==> config.mk <==
export PLATFORM = sky130hd
export DESIGN_NAME = fifo_rd_packer
export DESIGN_NICKNAME = d
export VERILOG_FILES = /design/src/rtl/fifo_pkg.sv /design/src/rtl/fifo_rd_packer.sv
export SDC_FILE = /design/constraint.sdc
export NUM_CORES = 1
export LEC_CHECK = 0
export CAP_MARGIN = 5
export CELL_PAD_IN_SITES_DETAIL_PLACEMENT = 0
export CELL_PAD_IN_SITES_GLOBAL_PLACEMENT = 1
export CORE_ASPECT_RATIO = 1.1
export CORE_UTILIZATION = 44
export CTS_CLUSTER_SIZE = 16
export DETAILED_ROUTE_END_ITERATION = 10
export PLACE_DENSITY_LB_ADDON = 0.12
export SLEW_MARGIN = 20
export SYNTH_ARGS = -nofsm -noshare
export SYNTH_HDL_FRONTEND = slang
export SYNTH_SLANG_ARGS = --single-unit
==> constraint.sdc <==
create_clock -name rclk -period 5.61 [get_ports rclk]
set_clock_uncertainty 0.2 [all_clocks]
set_input_delay 1.122 -clock rclk [delete_from_list [all_inputs] [get_ports rclk]]
set_output_delay 1.122 -clock rclk [all_outputs]
set_load 0.02 [all_outputs]
==> src/rtl/fifo_pkg.sv <==
// Shared types and constants for the FIFO read-side packing stage.
package fifo_pkg;

    typedef enum logic [0:0] {
        FILL  = 1'b0,
        FLUSH = 1'b1
    } rd_pack_state_e;

    localparam int PACK_DEF = 4;

endpackage

==> src/rtl/fifo_rd_packer.sv <==
// Pops bytes from a show-ahead FIFO read port and packs them into PACK-lane
// words on a valid/ready stream; a flush emits the partial word with a keep mask.
module fifo_rd_packer
    import fifo_pkg::*;
#(
    parameter int DATA_WIDTH = 8,
    parameter int PACK       = PACK_DEF,
    parameter int CNT_WIDTH  = 16
) (
    input  logic                       rclk,
    input  logic                       rrst,
    input  logic                       rempty,
    input  logic [DATA_WIDTH-1:0]      rdata,
    output logic                       rinc,
    input  logic                       flush,
    output logic [DATA_WIDTH*PACK-1:0] m_data,
    output logic [PACK-1:0]            m_keep,
    output logic                       m_valid,
    input  logic                       m_ready,
    output logic [CNT_WIDTH-1:0]       word_cnt
);

    localparam int IDX_W = $clog2(PACK);
    localparam logic [IDX_W-1:0] IDX_LAST = IDX_W'(PACK - 1);

    rd_pack_state_e                       state_r;
    logic [IDX_W-1:0]                     idx_r;
    logic [PACK-1:0][DATA_WIDTH-1:0]      acc_r;

    logic                                 out_free_s;
    logic                                 pop_s;
    logic [IDX_W-1:0]                     idx_nxt_s;
    logic                                 load_full_s;
    logic                                 load_part_s;
    logic [PACK-1:0][DATA_WIDTH-1:0]      full_word_s;
    logic [PACK-1:0][DATA_WIDTH-1:0]      part_word_s;
    logic [PACK-1:0]                      part_keep_s;

    // Pop decision: the last lane may only be popped when the output can take the word.
    always_comb begin
        out_free_s = !m_valid || m_ready;
        if (rrst) begin
            pop_s = 1'b0;
        end else if (state_r == FILL) begin
            pop_s = !rempty && ((idx_r != IDX_LAST) || out_free_s);
        end else begin
            pop_s = 1'b0;
        end
    end

    assign rinc        = pop_s;
    assign load_full_s = pop_s && (idx_r == IDX_LAST);
    assign load_part_s = (state_r == FLUSH) && out_free_s;

    // Lane index after this cycle's pop, used both for the update and the flush decision.
    always_comb begin
        if (pop_s) begin
            if (idx_r == IDX_LAST) begin
                idx_nxt_s = '0;
            end else begin
                idx_nxt_s = idx_r + IDX_W'(1);
            end
        end else begin
            idx_nxt_s = idx_r;
        end
    end

    // Candidate output words: full word takes the head byte in the top lane, partial zeroes unfilled lanes.
    always_comb begin
        full_word_s           = acc_r;
        full_word_s[PACK-1]   = rdata;
        part_word_s           = '0;
        part_keep_s           = '0;
        for (int i = 0; i < PACK; i++) begin
            if (i < int'(idx_r)) begin
                part_word_s[i] = acc_r[i];
                part_keep_s[i] = 1'b1;
            end else begin
                part_word_s[i] = {DATA_WIDTH{1'b0}};
                part_keep_s[i] = 1'b0;
            end
        end
    end

    // Accumulator, lane index and FILL/FLUSH control.
    always_ff @(posedge rclk or posedge rrst) begin
        if (rrst) begin
            state_r <= FILL;
            idx_r   <= '0;
            acc_r   <= '0;
        end else begin
            case (state_r)
                FILL: begin
                    if (pop_s && (idx_r != IDX_LAST)) begin
                        acc_r[idx_r] <= rdata;
                    end
                    idx_r <= idx_nxt_s;
                    // A pop completing a word leaves idx at 0, so that flush is dropped.
                    if (flush && (idx_nxt_s != '0)) begin
                        state_r <= FLUSH;
                    end
                end
                FLUSH: begin
                    if (out_free_s) begin
                        idx_r   <= '0;
                        state_r <= FILL;
                    end
                end
                default: begin
                    state_r <= FILL;
                    idx_r   <= '0;
                end
            endcase
        end
    end

    // Output word register: load beats accept, so load+accept gives back-to-back words.
    always_ff @(posedge rclk or posedge rrst) begin
        if (rrst) begin
            m_data  <= '0;
            m_keep  <= '0;
            m_valid <= 1'b0;
        end else if (load_full_s) begin
            m_data  <= full_word_s;
            m_keep  <= {PACK{1'b1}};
            m_valid <= 1'b1;
        end else if (load_part_s) begin
            m_data  <= part_word_s;
            m_keep  <= part_keep_s;
            m_valid <= 1'b1;
        end else if (m_ready) begin
            m_valid <= 1'b0;
        end
    end

    // Accepted-word counter, wrapping naturally.
    always_ff @(posedge rclk or posedge rrst) begin
        if (rrst) begin
            word_cnt <= '0;
        end else if (m_valid && m_ready) begin
            word_cnt <= word_cnt + CNT_WIDTH'(1);
        end else begin
            word_cnt <= word_cnt;
        end
    end

endmodule

# [After elaboration in Yosys (flattened, before gate mapping)]
# Cells that the tools add are included.
[op_classes] add_sub_neg=2 order_cmp=5 n_eq_ne=3 muxes=25 n_bitwise=1 n_reduce_logical=15
[ops] operator="32-bit 2-to-1 mux" count=2
[ops] operator="32-bit bitwise mux" count=1
[ops] operator="8-bit 2-to-1 mux" count=4
[ops] operator="16-bit by 1-bit adder with 16-bit output (second input constant)" count=1
[ops] operator="8-bit demux with 2-bit select" count=1
[ops] operator="1-bit 2-to-1 mux" count=10
[ops] operator="4-bit 2-to-1 mux" count=2
[ops] operator="1-bit logical AND" count=7
[ops] operator="2-bit 2-to-1 mux" count=3
[ops] operator="1-bit by 2-bit less-than comparator with 1-bit output (first input constant)" count=2
[ops] operator="2-bit case mux with 2 select lines" count=1
[ops] operator="2-bit nonzero test" count=2
[ops] operator="2-bit by 3-bit less-than comparator with 1-bit output (second input constant)" count=1
[ops] operator="3-bit nonzero test" count=1
[ops] operator="2-bit by 1-bit adder with 2-bit output (second input constant)" count=1
[ops] operator="2-bit equality test (second input constant)" count=1
[ops] operator="2-bit by 1-bit >= comparator with 1-bit output (second input constant)" count=1
[ops] operator="1-bit zero test" count=2
[ops] operator="1-bit logical OR" count=2
[ops] operator="2-bit less-than comparator (first input constant)" count=1
[ops] operator="2-bit by 1-bit != test with 1-bit output (second input constant)" count=1
[ops] operator="2-bit != test (second input constant)" count=1
[ops] operator="1-bit case mux with 2 select lines" count=1
[ops] operator="2-bit AND reduction" count=1
[ops] operator="1-bit inverter" count=1
[totals] reg_bits=88 inputBits=13 output_inout_bits=54 word_cells=61

# [Depth between registers and ports, before layout]
[logic_depth] ltp_word=11 mapped_depth=7 ltp_nobuf=5

# [Worst setup path after synthesis]
# Ideal clock, no wire load.
[synth_timing] path_kind="input to output" start="in rempty" end="out rinc" arrival_time_ps=1721 t_required_ps=4288 slack_ps=2567 stages=2 path_buffers=0 path_cell_list="nor3_4 and2_1"
[synth_via] elab_chain_len=4
[synth_rtl] item="start: declaration" line_no="fifo_rd_packer.sv:12" source="input logic rempty,"
[synth_rtl] item="1-bit zero test" line_no="fifo_rd_packer.sv:45" source="pop_s = !rempty && ((idx_r != IDX_LAST) || out_free_s);"
[synth_rtl] item="1-bit logical AND" line_no="fifo_rd_packer.sv:45"
[synth_rtl] item="1-bit 2-to-1 mux" line_no="fifo_rd_packer.sv:44" source="end else if (state_r == FILL) begin"
[synth_rtl] item="1-bit 2-to-1 mux" line_no="fifo_rd_packer.sv:42" source="if (rrst) begin"
[synth_rtl] item="end: declaration" line_no="fifo_rd_packer.sv:14" source="output logic rinc,"
# Every way passes these cells.

# [Final worst setup path]
[layout_timing] start="in rrst" end="out rinc"
[layout_via] elab_chain_len=1
[layout_rtl] item="start: declaration" line_no="fifo_rd_packer.sv:11" source="input logic rrst,"
[layout_rtl] item="1-bit 2-to-1 mux" line_no="fifo_rd_packer.sv:42"
# Every way passes these cells.

==> metrics <==
status finished, violations left; failing checks design-rule violations; Int Pwr 1330 µW; post_cts resized 0; Sw Ratio 34.8%; Crit-path slowest cell clkdlybuf4s50_1; clock buffer count from CTS 9; Post-synth ARST share 100%; vias in the first global route 2252; std cell rows 32; clock-pin slew on the worst setup and hold paths 0.08 ns; YS warnings 0; DRC Markers 7; prevailing post-synth register cell dfrtp_1; reg2reg start idx_r[1]; fillcell total 632; Worst setup endpoint rinc; total gr overflow 0; dominant cells by area after synthesis dfrtp_1, mux2_2, nand2_1; Leak 0.00188 µW; # diodes 0; post-route setup slack 1.39 ns; CTS tree built; drt via density 5.24; Crit. Startpoint rrst; Post-synth EDFFs 0; Synth top area share 60.4%; library cells used by synthesis 35; R2R depth 5; Post-CTS Setup Bufs 0; area growth from synthesis to layout 27.6%; Sequential Power Share 44.4%; Die Footprint 7880 µm²; WP data arrival 2.90 ns; Die X 84.7 µm; clock insertion delay at the later pin of the skew report 0.34 ns; layout cells sized above 1 15.1%; Layout Utilization 59.0%; fin nets 352; hpwl dp 4500 µm; initial DRC count 63; sw power 713 µW; fmax 237 MHz; Post-Synth Simple-Gate Area 12.4%; gr usage total 18.6%; clock network fraction of total power 19.8%; area leader, netlist dfrtp_1; CTS hold repair buffers 0; max-cap violations 0; Net Count, Synth 284; worst hold path type reg -> reg; clk root buf clkbuf_8; DRT antenna net count 0; cells along the critical path clkdlybuf4s50_1 > nor3_4 > and2_1 > clkdlybuf4s50_1; Ports 67; VDD IR max 0.000212 V; number of cells produced by synthesis 265; port buffer count 66; Final Slew Violations 0; clock sinks 80; Slew Limit Headroom 38.6%; CORE AREA 7170 µm²; Post-Place Worst Slack 1.37 ns; clk buf depth 2; most frequent cells after synthesis dfrtp_1, nand2_1, mux2_2, o21ai_0, a22o_1; design area 4230 µm²; Final Hold Viols 0; max incr delay on CP 0.60 ns; average size of a mapped cell 12.5 µm²; Critical Path Most Common Cell clkdlybuf4s50_1; Synth Area in Adders 2.27%; main combinational cell family by area after synthesis simple AND/OR/NAND/NOR gates; Initial Utilization 46.2%; Final Cycle Share 75.3%; Design Power 2050 µW; Final min period 4.22 ns; post-synthesis compound-gate area fraction 9.60%; H-tree levels 3; most used standard cell by instance count after synthesis dfrtp_1; reg2reg end m_keep[2]; final setup violation count 0; average wire per standard cell 15.6 µm; combinational fraction of design power 35.8%; post-synthesis sequential area ratio 60.4%; Max FO, Critical Path 6; Seq cells post-synth 80; vias 2211; first-pass GRT wire length 11200 µm; Area after DPL 4040 µm²; Post-Syn Area 3310 µm²; R2R setup slack 2.67 ns; initial antenna violation count 0; mux cell area share after synthesis 9.14%; Crit. End Element primary output; Synth Area in XOR/XNOR 3.97%; drt total wl 6600 µm; Final Wtd Congestion 0.766; worst-margin pin slew 0.920 ns; Die Y-Extent 93.0 µm; Setup Crit Path Kind in -> out; largest net degree at the start of global routing 55; unrepaired setup endpoints after global routing false; DRT Pass-1 Iters 9; pwr dens 484 nW/µm²; Required @ worst endpoint 4.29 ns; setup tns final 0 ns; Worst setup SP type input port
-- flip-flops by register name (all words and copies together) (netlist names) --
| register | count |
|---|---|
| acc_r | 24 |
| idx_r | 2 |
| m_data | 32 |
| m_keep | 4 |
| m_valid | 1 |
| state_r | 1 |
| word_cnt | 16 |
-- power by group through the flow --
stage | Combinational, µW | Clock [µW] | Sequential (µW)
after floorplan | 375 | 0 | 993
after global placement | 731 | 0 | 915
after detailed placement | 742 | 0 | 920
after CTS | 744 | 422 | 910
after global routing | 801 | 437 | 936
final | 733 | 405 | 908
-- worst max-delay path: cells and delay by family --
family	cells	cell delay, ns
buf+inv	2	1.18
simple gates	2	0.60
-- placed cells by master, fill, tap and decap left out, types with 2 or more instances in the layout --
cell type,instances
buf_4,2
clkinv_2,2
o211ai_1,2
nand2_2,2
xor2_1,3
xnor2_1,12
and3_1,7
clkinvlp_4,2
clkdlybuf4s50_1,66
o21ai_0,20
dfrtp_1,80
inv_1,4
nand4_1,3
nand2_1,44
mux2_2,25
clkbuf_8,9
ha_1,6
nand3_1,6
a22o_1,16
nor2_1,6
-- worst min-delay path by stage --
| stage | startpoint | to | cells after the start |
|---|---|---|---|
| 2_1_floorplan | acc_r[6] | m_data[6] | 1 |
| 3_3_place_gp | word_cnt[15] | word_cnt[15] | 1 |
| 3_5_place_dp | m_data[15] | m_data[15] | 2 |
| 4_1_cts | m_data[15] | m_data[15] | 2 |
| 5_1_grt | word_cnt[15] | word_cnt[15] | 1 |
| 6_report | m_data[15] | m_data[15] | 2 |
-- stage by stage --
step                      cells  hold slack [ns]
after floorplan             265            0.260
after global placement      407            0.260
after detailed placement    407            0.274
after CTS                   422            0.293
after global routing        422            0.294
final                       422            0.283
-- layout make-up --
| cell class | instances | area [µm²] | area share (%) |
|---|---|---|---|
| Clock buffer | 10 | 128 | 3.02 |
| Clock inverter | 5 | 58.8 | 1.39 |
| Inverter | 5 | 20.0 | 0.474 |
| Multi-Input combinational cell | 169 | 1240 | 29.2 |
| Sequential cell | 80 | 2000 | 47.4 |
| Tap cell | 85 | 106 | 2.52 |
| Timing Repair Buffer | 68 | 676 | 16.0 |
-- kinds of logic after synthesis --
family | after synthesis
xor gates and xnor gates | 15
AOI/OAI and AO/OA | 44
adders and majority gates | 6
buffers and inverters | 16
and+or+nand+nor | 77
muxes | 27
DFF | 80
-- routing by layer --
metal,GRT usage [%],wire (µm),vias to the layer above
met5,0,0,-
met4,8.05,102,0
met3,3.44,257,8
met2,30.4,3200,42
met1,24.3,3040,1105
li1,-,-,1056
No activity file was read; power rests on OpenSTA's default activity.
